==> src/rtl/tcs3200_freq_meter.sv <==
`timescale 1ns/1ps
`default_nettype none
// ============================================================================
// Module   : tcs3200_freq_meter
// Brief    : Steps a TCS3200 sensor through R/G/B/C filters and counts output
//            edges per filter over a fixed gate window.
// Revision : 1.0  initial release
// ============================================================================
module tcs3200_freq_meter #(
    parameter int SETTLE_CYCLES = 5_000,
    parameter int GATE_CYCLES   = 500_000,
    parameter int CNT_W         = 16
) (
    input  logic             clk,
    input  logic             rst_n,
    input  logic             start,
    input  logic             sensor_out,
    output logic             s2,
    output logic             s3,
    output logic             busy,
    output logic             done,
    output logic [CNT_W-1:0] r_cnt,
    output logic [CNT_W-1:0] g_cnt,
    output logic [CNT_W-1:0] b_cnt,
    output logic [CNT_W-1:0] c_cnt,
    output logic [3:0]       ovf
);

    localparam int TMR_MAX = (SETTLE_CYCLES > GATE_CYCLES) ? SETTLE_CYCLES : GATE_CYCLES;
    localparam int TMR_W   = (TMR_MAX > 1) ? $clog2(TMR_MAX) : 1;

    localparam logic [TMR_W-1:0] C_SETTLE_LAST = TMR_W'(SETTLE_CYCLES - 1);
    localparam logic [TMR_W-1:0] C_GATE_LAST   = TMR_W'(GATE_CYCLES - 1);
    localparam logic [CNT_W-1:0] C_CNT_MAX     = '1;

    localparam logic [1:0] S_IDLE   = 2'd0;
    localparam logic [1:0] S_SETTLE = 2'd1;
    localparam logic [1:0] S_GATE   = 2'd2;
    localparam logic [1:0] S_STORE  = 2'd3;

    logic [1:0]       r_state;
    logic [1:0]       r_ch;
    logic [TMR_W-1:0] r_timer;
    logic [CNT_W-1:0] r_work;
    logic             r_sticky;
    logic             r_sync1;
    logic             r_sync2;
    logic             r_sync3;
    logic             w_edge;
    logic [1:0]       w_next_ch;

    assign w_edge    = r_sync2 & ~r_sync3;
    assign w_next_ch = r_ch + 2'd1;
    assign busy      = (r_state != S_IDLE);

    always_ff @(posedge clk or negedge rst_n) begin
        if (!rst_n) begin
            r_sync1 <= 1'b0;
            r_sync2 <= 1'b0;
            r_sync3 <= 1'b0;
        end else begin
            r_sync1 <= sensor_out;
            r_sync2 <= r_sync1;
            r_sync3 <= r_sync2;
        end
    end

    // Filter code from channel index: R=00, G=11, B=01, C=10 -> s2=ch[0], s3=ch[0]^ch[1]
    always_ff @(posedge clk or negedge rst_n) begin
        if (!rst_n) begin
            r_state  <= S_IDLE;
            r_ch     <= 2'd0;
            r_timer  <= '0;
            r_work   <= '0;
            r_sticky <= 1'b0;
            s2       <= 1'b0;
            s3       <= 1'b0;
            done     <= 1'b0;
            r_cnt    <= '0;
            g_cnt    <= '0;
            b_cnt    <= '0;
            c_cnt    <= '0;
            ovf      <= 4'd0;
        end else begin
            done <= 1'b0;
            case (r_state)
                S_IDLE: begin
                    if (start) begin
                        r_ch    <= 2'd0;
                        s2      <= 1'b0;
                        s3      <= 1'b0;
                        r_timer <= '0;
                        r_state <= S_SETTLE;
                    end
                end
                S_SETTLE: begin
                    if (r_timer == C_SETTLE_LAST) begin
                        r_timer  <= '0;
                        r_work   <= '0;
                        r_sticky <= 1'b0;
                        r_state  <= S_GATE;
                    end else begin
                        r_timer <= r_timer + 1'b1;
                    end
                end
                S_GATE: begin
                    if (w_edge) begin
                        if (r_work == C_CNT_MAX) begin
                            r_sticky <= 1'b1;
                        end else begin
                            r_work <= r_work + 1'b1;
                        end
                    end
                    if (r_timer == C_GATE_LAST) begin
                        r_timer <= '0;
                        r_state <= S_STORE;
                    end else begin
                        r_timer <= r_timer + 1'b1;
                    end
                end
                S_STORE: begin
                    case (r_ch)
                        2'd0:    r_cnt <= r_work;
                        2'd1:    g_cnt <= r_work;
                        2'd2:    b_cnt <= r_work;
                        default: c_cnt <= r_work;
                    endcase
                    ovf[r_ch] <= r_sticky;
                    if (r_ch == 2'd3) begin
                        done    <= 1'b1;
                        r_state <= S_IDLE;
                    end else begin
                        r_ch    <= w_next_ch;
                        s2      <= w_next_ch[0];
                        s3      <= w_next_ch[0] ^ w_next_ch[1];
                        r_state <= S_SETTLE;
                    end
                end
                default: r_state <= S_IDLE;
            endcase
        end
    end

endmodule
`default_nettype wire

==> config.mk <==
export PLATFORM = sky130hd
export DESIGN_NAME = tcs3200_freq_meter
export DESIGN_NICKNAME = d
export VERILOG_FILES = /design/src/rtl/tcs3200_freq_meter.sv
export SDC_FILE = /design/constraint.sdc
export NUM_CORES = 1
export LEC_CHECK = 0
export BUFFER_PORTS_ARGS = -buffer_cell sky130_fd_sc_hd__buf_2
export CAP_MARGIN = 15
export CORE_MARGIN = 8
export CORE_UTILIZATION = 57
export DETAILED_ROUTE_END_ITERATION = 10
export GPL_TIMING_DRIVEN = 1
export PLACE_DENSITY = 0.8
export SLEW_MARGIN = 15
export SYNTH_ARGS = -nofsm -noshare
export SYNTH_HDL_FRONTEND = slang
export SYNTH_SLANG_ARGS = --single-unit
==> constraint.sdc <==
create_clock -name clk -period 3.9 [get_ports clk]
set_input_delay 0.39 -clock clk [delete_from_list [all_inputs] [get_ports clk]]
set_output_delay 0.39 -clock clk [all_outputs]
set_load 0.01 [all_outputs]
==> results of run 1 <==
## worst min path at each step
| stage | from | to | cells past startpoint |
|---|---|---|---|
| final | r_sync1 | r_sync2 | 0 |
| after detailed placement | r_sync1 | r_sync2 | 0 |
| after global placement | r_sync1 | r_sync2 | 0 |
| after CTS | r_sync1 | r_sync2 | 0 |
| after global routing | r_sync1 | r_sync2 | 0 |
| after floorplan | rst_n | b_cnt[0] | 0 |
## state kept, by name, summed over array words and instances (netlist names)
name / count
r_work: 16
c_cnt: 16
r_state: 2
r_sync2: 1
s3: 1
done: 1
r_ch: 2
b_cnt: 16
r_cnt: 16
r_sync1: 1
r_sync3: 1
g_cnt: 16
r_timer: 19
r_sticky: 1
ovf: 4
## timing repair
item / 4_1_cts / 5_1_grt
hold buffers: 2 / 0
setup endpoints to repair: 0 / 0
endpoints found under the hold margin: 55 / 0
## synth_stat cells, types with 2 or more instances
library cell	n
sky130_fd_sc_hd__a211oi_1	2
sky130_fd_sc_hd__a21o_1	2
sky130_fd_sc_hd__a21oi_1	7
sky130_fd_sc_hd__a22o_1	5
sky130_fd_sc_hd__and2_1	4
sky130_fd_sc_hd__and3_1	3
sky130_fd_sc_hd__buf_2	2
sky130_fd_sc_hd__clkbuf_1	13
sky130_fd_sc_hd__dfrtp_1	113
sky130_fd_sc_hd__ha_1	12
sky130_fd_sc_hd__inv_1	13
sky130_fd_sc_hd__mux2_2	66
sky130_fd_sc_hd__nand2_1	30
sky130_fd_sc_hd__nand2b_1	2
sky130_fd_sc_hd__nand3_1	15
sky130_fd_sc_hd__nand4_1	7
sky130_fd_sc_hd__nor2_1	31
sky130_fd_sc_hd__nor2b_1	2
sky130_fd_sc_hd__nor3_1	7
sky130_fd_sc_hd__nor4_1	5
sky130_fd_sc_hd__nor4b_1	5
sky130_fd_sc_hd__o21ai_0	14
sky130_fd_sc_hd__o31ai_1	2
sky130_fd_sc_hd__or3_1	8
sky130_fd_sc_hd__or4_1	4
sky130_fd_sc_hd__or4b_1	2
sky130_fd_sc_hd__xnor2_1	17
sky130_fd_sc_hd__xor2_1	6
## area by class of cell
| type | instances | area, um^2 |
|---|---|---|
| well taps | 108 | 135 |
| inverters | 13 | 48.8 |
| repair buffers | 82 | 435 |
| fillers | 600 | 2520 |
| flip-flops and latches | 113 | 2830 |
| multi-input cells | 276 | 2060 |
| clock inverters | 14 | 189 |
| clock buffers | 18 | 418 |
## where the power goes
group | switching, W | total (W) | internal, W
Sequential | 0.000000885 | 0.00118 | 0.00118
Clock | 0.000533 | 0.00157 | 0.00103
Combinational | 0.0000224 | 0.0000265 | 0.00000414
Total | 0.000556 | 0.00277 | 0.00221
## per-stage QoR
step,hold WS (ns),utilization,setup slack [ns],power (W)
floorplan,0.0944,-,0.978,0.00120
global placement,0.332,0.636,0.787,0.00122
detailed placement,0.343,0.636,0.664,0.00122
CTS,0.356,0.708,0.631,0.00279
global route,0.359,0.708,0.453,0.00286
finish,0.357,0.708,0.623,0.00277
## worst reg2reg max path: cells and delay by family (launching register included)
| kind | cells | cell delay [ns] |
|---|---|---|
| flip-flops | 1 | 0.42 |
| AND/OR/NAND/NOR | 5 | 2.28 |
| AO/OA/AOI/OAI | 1 | 0.45 |
## cells by family after synthesis
kind of cell	after synthesis	share of synthesized area
flops	113	0.564
xor+xnor	23	0.0402
compound gates	40	0.0509
simple gates	134	0.141
fa+ha+maj	12	0.0300
mux	67	0.150
buf+inv	29	0.0237
## layer usage
metal  up-vias  GRT usage  wire length, um
li1       1650          -                -
met3        18     0.0498              575
met5         -          0                0
met1      1759      0.229             4600
met4         0     0.0829              160
met2        93      0.333             5630
==> results.rst, run 1 <==
.. list-table::
   :header-rows: 1

   * - Metric
     - Value
   * - Final wirelength
     - 11000 um
   * - Sum of overflow across all layers after global routing
     - 0
   * - Syn. warnings
     - 0
   * - Global-route wire length before repair
     - 18100 um
   * - Cell depth of the worst flop-to-flop path
     - 6
   * - Chain of cells forming the critical path
     - or4b_1, or4_4, or3_1, a32oi_1, and2_0, nor2_1
   * - Synthesized instance count
     - 418
   * - Number of global-route vias before repair
     - 3686
   * - Detailed-route wire length per cell
     - 17.6 um
   * - Pin count of the biggest net entering global routing
     - 57
   * - Worst-Margin Slew
     - 0.856 ns
   * - Final total negative setup slack
     - 0 ns
   * - DRC Markers
     - 0
   * - Area fraction of the dominant cell type after synthesis
     - 0.564
   * - Number of nets in the final layout
     - 519
   * - CTS tree
     - done
   * - Skew final
     - 0.00418 ns
   * - Proportion of synthesized flip-flops having asynchronous set or reset
     - 1.00
   * - P per Cell Area
     - 453 mW/mm^2
   * - Largest cells by area after synthesis
     - sky130_fd_sc_hd__dfrtp_1 (56%), sky130_fd_sc_hd__mux2_2 (15%), sky130_fd_sc_hd__ha_1 (3.0%)
   * - Unrepaired setup endpoints after global routing
     - false
   * - Starting density of the core
     - 0.580
   * - Kind of path behind the tightest hold check
     - register to register
   * - Clock H-tree levels
     - 4
   * - Worst VDD drop
     - 0.000430 V
   * - Dpl cell area
     - 0.00549 mm^2
   * - Biggest cell delay along the critical path
     - 0.66 ns
   * - Final antenna diode count
     - 0
   * - Area growth from synthesis to layout
     - 22.1%
   * - Clock slew at the register clock pins of the worst setup and hold paths
     - 0.05 ns
   * - Initial antenna violation count
     - 0
   * - Mean number of vias per cell
     - 5.64
   * - Final Hold Violating Endpoints
     - 0
   * - Crit path depth
     - 6
   * - Synthesis-stage register bit count
     - 113
   * - FF-to-FF setup slack
     - 0.62 ns
   * - Final non-filler cell area
     - 0.00612 mm^2
   * - Setup repair bufs after CTS
     - 0
   * - DR pass1 iterations
     - 4
   * - Number of synthesized flops with an enable pin
     - 0
   * - Clock root buffer master
     - sky130_fd_sc_hd__clkbuf_8
   * - Final Cycle Share
     - 0.840
   * - Detailed placement HPWL
     - 7560 um
   * - Remaining number of nets flagged by the antenna check after routing
     - 0
   * - Worst Setup EP
     - r_timer[11]
   * - Commonest cells after routing, fill and taps aside
     - sky130_fd_sc_hd__dfrtp_1 (113), sky130_fd_sc_hd__buf_2 (74), sky130_fd_sc_hd__mux2_2 (66)
   * - End of the worst register-to-register path
     - r_timer[11]
   * - Fmax
     - 305 MHz
   * - Horizontal extent of the die
     - 110 um
   * - Peak fanout along the critical path
     - 14
   * - Number of pins with negative max-slew slack in the final report
     - 0
   * - Top-level port count
     - 76
   * - Final critical delay including setup and external delays
     - 3.28 ns
   * - TritonCTS Buffers
     - 17
   * - Die height
     - 110 um
   * - Outcome
     - complete, no violations
   * - Total leakage power
     - 3.12 nW
   * - Arrival time reported for the critical path endpoint
     - 3.64 ns
   * - Count of clock tree sinks
     - 113
   * - Critical path launch point type
     - register
   * - Area of the mapped netlist
     - 0.00501 mm^2
   * - Critical path's slowest cell
     - sky130_fd_sc_hd__and2_0
   * - Max capacitance violation total
     - 0
   * - Required time of the worst setup path
     - 4.26 ns
   * - Post-cts repair resize count
     - 0
   * - Mapped Avg Cell Area
     - 12.0 um^2
   * - Endpoint class of the critical path
     - register
   * - Class of the most critical setup path
     - register to register
   * - Iter 0 DRT Violations
     - 118
   * - Critical path's top delay family
     - simple AND/OR/NAND/NOR gates
   * - Most common library cell in the layout ignoring fill and taps
     - sky130_fd_sc_hd__dfrtp_1
   * - Sequential area share after synthesis
     - 0.564
   * - Launching point of the worst reg2reg path
     - r_timer[6]
   * - IO buf count
     - 75
   * - Area enclosed by the die boundary
     - 0.0120 mm^2
   * - Synthesized Nets
     - 434
   * - Main synth FF type
     - sky130_fd_sc_hd__dfrtp_1
   * - Total core area
     - 0.00864 mm^2
   * - Worst-Skew Late Latency
     - 0.51 ns
   * - Cells after DPL
     - 590
   * - Number of distinct library cell variants in the gate-level netlist after synthesis
     - 47
   * - Overall routing resource usage
     - 0.195
   * - Filler-free cell count of the finished design
     - 624
   * - Number of endpoints failing setup at the final stage
     - 0
   * - Crit path launch
     - r_timer[6]
   * - Relative slew slack
     - 0.428
   * - Buffers plus inverters on the worst setup path
     - 0
   * - Placer's final routability congestion estimate
     - 0.832
   * - Top cell type by total area after synthesis
     - sky130_fd_sc_hd__dfrtp_1
   * - Via count
     - 3520
   * - Ratio of cells with drive above 1 in the final layout
     - 0.351
   * - Number of placement rows
     - 34
   * - Max Buffers Root-to-Sink
     - 2
Note: power is estimated with default switching activity, not from simulation.
==> run 2, diff against run 1 <==
==> constraint.sdc (replaced) <==
create_clock -name clk -period 3.43 [get_ports clk]
set_input_delay 0.343 -clock clk [delete_from_list [all_inputs] [get_ports clk]]
set_output_delay 0.343 -clock clk [all_outputs]
set_load 0.01 [all_outputs]
==> results.rst, run 2 (synthesis gave the netlist of run 1 again) <==
.. list-table::
   :header-rows: 1

   * - Metric
     - Value
   * - Outcome
     - complete, no violations
   * - Post-cts repair resize count
     - 0 (unchanged)
   * - Die height
     - 110 um (unchanged)
   * - Unrepaired setup endpoints after global routing
     - false
   * - Ratio of cells with drive above 1 in the final layout
     - 0.351 (unchanged)
   * - FF-to-FF setup slack
     - 0.30 ns (-0.33 ns)
   * - Top-level port count
     - 76 (unchanged)
   * - Buffers plus inverters on the worst setup path
     - 0 (unchanged)
   * - Crit path depth
     - 6 (unchanged)
   * - Detailed placement HPWL
     - 7390 um (-2.2%)
   * - Total leakage power
     - 3.10 nW (-0.75%)
   * - Place WS
     - 0.383 ns (-0.281 ns)
   * - Worst setup margin
     - 0.296 ns (-0.328 ns)
   * - Final Cycle Share
     - 0.914 (+0.0736)
   * - Max capacitance violation total
     - 0 (unchanged)
   * - Max Buffers Root-to-Sink
     - 2 (unchanged)
   * - Cells after DPL
     - 590 (unchanged)
   * - Global-route wire length before repair
     - 18300 um (+0.99%)
   * - Critical path launch point type
     - register
   * - Final critical delay including setup and external delays
     - 3.13 ns (-0.142 ns)
   * - Peak fanout along the critical path
     - 11 (-3)
   * - Launching point of the worst reg2reg path
     - r_timer[6]
   * - Final wirelength
     - 10900 um (-0.37%)
   * - Cell depth of the worst flop-to-flop path
     - 6 (unchanged)
   * - Number of global-route vias before repair
     - 3620 (-1.8%)
   * - Largest register by flop count
     - r_timer
   * - Iter 0 DRT Violations
     - 139 (+18%)
   * - Number of placement rows
     - 34 (unchanged)
   * - P per Cell Area
     - 499 mW/mm^2 (+10%)
   * - Starting density of the core
     - 0.580 (unchanged)
   * - Class of the most critical setup path
     - register to register
   * - Overall routing resource usage
     - 0.196 (+0.00131)
   * - DR pass1 iterations
     - 4 (unchanged)
   * - IO buf count
     - 75 (unchanged)
   * - Clk network pwr share
     - 0.550 (-0.016)
   * - Hold EP
     - r_sync2
   * - Hold-critical path depth
     - 0 (unchanged)
   * - Biggest cell delay along the critical path
     - 0.56 ns (-0.10 ns)
   * - Critical path's slowest cell
     - sky130_fd_sc_hd__or3_1
   * - Hold Path Origin
     - r_sync1
   * - Number of endpoints failing setup at the final stage
     - 0 (unchanged)
   * - Part of the total power dissipated in sequential elements
     - 0.440 (+0.015)
   * - Final total negative setup slack
     - 0 ns (unchanged)
   * - Via count
     - 3525 (+0.14%)
   * - Number of pins with negative max-slew slack in the final report
     - 0 (unchanged)
   * - Area enclosed by the die boundary
     - 0.0120 mm^2 (unchanged)
   * - Required time of the worst setup path
     - 3.87 ns (-0.39 ns)
   * - Kind of path behind the tightest hold check
     - register to register
   * - Worst-Margin Slew
     - 0.908 ns (+0.0513 ns)
   * - Detailed-route wire length per cell
     - 17.5 um (-0.37%)
   * - Combinational fraction of design power
     - 0.010 (about the same)
   * - Chain of cells forming the critical path
     - or4b_1, or4_4, o21a_1, or3_1, or4_1, a21oi_1
   * - Endpoint class of the critical path
     - register
   * - Horizontal extent of the die
     - 110 um (unchanged)
   * - Area growth from synthesis to layout
     - 21.6%
   * - Clock root buffer master
     - sky130_fd_sc_hd__clkbuf_8
   * - Commonest cells after routing, fill and taps aside
     - sky130_fd_sc_hd__dfrtp_1 (113), sky130_fd_sc_hd__buf_2 (74), sky130_fd_sc_hd__mux2_2 (66)
   * - Initial antenna violation count
     - 0 (unchanged)
   * - Placer's final routability congestion estimate
     - 0.819 (-1.5%)
   * - Worst-Skew Late Latency
     - 0.51 ns (about the same)
   * - Clock slew at the register clock pins of the worst setup and hold paths
     - 0.06 ns (about the same)
   * - Remaining number of nets flagged by the antenna check after routing
     - 0 (unchanged)
   * - Sum of overflow across all layers after global routing
     - 0 (unchanged)
   * - Arrival time reported for the critical path endpoint
     - 3.57 ns (-0.07 ns)
   * - DRC Markers
     - 0 (unchanged)
   * - Skew final
     - 0.00578 ns (+0.00160 ns)
   * - Pin count of the biggest net entering global routing
     - 59 (+3.5%)
   * - Final worst hold slack
     - 0.345 ns (-0.0116 ns)
   * - Final Hold Violating Endpoints
     - 0 (unchanged)
   * - Critical path's top delay family
     - simple AND/OR/NAND/NOR gates
   * - Final antenna diode count
     - 0 (unchanged)
   * - CTS tree
     - done
   * - Clock H-tree levels
     - 4 (unchanged)
   * - End of the worst register-to-register path
     - r_work[8]
   * - Mean number of vias per cell
     - 5.65 (+0.14%)
   * - Total core area
     - 0.00864 mm^2 (unchanged)
   * - Switching share of power
     - 0.213 (+0.0126)
   * - Filler-free cell count of the finished design
     - 624 (unchanged)
   * - TritonCTS Buffers
     - 17 (unchanged)
   * - Int Power
     - 0.00239 W (+8.0%)
   * - Worst VDD drop
     - 0.000307 V (-29%)
   * - Number of nets in the final layout
     - 519 (unchanged)
   * - Flip-flop count of the largest register, all copies and words added
     - 19 (unchanged)
   * - Net switching power
     - 0.000649 W (+17%)
   * - Count of clock tree sinks
     - 113 (unchanged)
   * - Relative slew slack
     - 0.393 (-0.0343)
   * - Fmax
     - 319 MHz (+4.5%)
   * - Most common library cell in the layout ignoring fill and taps
     - sky130_fd_sc_hd__dfrtp_1
[run 2: cell types whose count changed in the layout (fill, tap and decap cells not counted)]
cell                         previous run  this run
sky130_fd_sc_hd__clkinvlp_4             3         6
sky130_fd_sc_hd__clkbuf_8               1         2
sky130_fd_sc_hd__buf_12                 0         1
sky130_fd_sc_hd__clkinv_4               2         1
sky130_fd_sc_hd__clkinv_2               4         3
sky130_fd_sc_hd__bufinv_16              4         2
sky130_fd_sc_hd__buf_4                  6         5
[run 2: worst max path at each step]
stage	from	endpoint
after floorplan	r_timer[6]	r_work[15]
after global placement	r_timer[6]	r_work[15]
after detailed placement	r_timer[6]	r_work[8]
after CTS	r_timer[6]	r_work[8]
after global routing	r_timer[6]	r_work[8]
final	r_timer[6]	r_work[8]
[run 2: routing by layer]
layer	part of all wire	up-vias	track usage	routed length (um)
met5	0	-	0	0
li1	-	1656	-	-
met1	0.43	1772	0.244	4670
met4	0.0090	0	0.0482	98
met3	0.059	12	0.0645	644
met2	0.50	85	0.325	5510
[run 2: layout make-up]
type / count / area, um^2
inverters: 13 / 48.8
fillers: 612 / 2540
clock inverters: 13 / 138
multi-input cells: 276 / 2060
repair buffers: 82 / 448
well taps: 108 / 135
clock buffers: 19 / 432
flip-flops and latches: 113 / 2830
[run 2: power by group through the flow]
stage	clock network (W)	registers (W)	logic, W
after floorplan	0	0.00136	0.000000333
after global placement	0	0.00136	0.0000302
after detailed placement	0	0.00136	0.0000308
after CTS	0.00169	0.00134	0.0000328
after global routing	0.00175	0.00134	0.0000372
final	0.00167	0.00134	0.0000308
[run 2: per-stage QoR]
| step | utilization | area (um^2) | power, W |
|---|---|---|---|
| 2_1_floorplan | - | 5010 | 0.00136 |
| 3_3_place_gp | 0.637 | 5500 | 0.00139 |
| 3_5_place_dp | 0.637 | 5500 | 0.00139 |
| 4_1_cts | 0.706 | 6090 | 0.00306 |
| 5_1_grt | 0.706 | 6090 | 0.00312 |
| 6_report | 0.706 | 6090 | 0.00304 |
[run 2: what timing repair did]
| action | CTS | global route |
|---|---|---|
| hold buffers | 2 | 0 |
| buffers inserted | 0 | 0 |
| endpoints found under the hold margin | 56 | 0 |
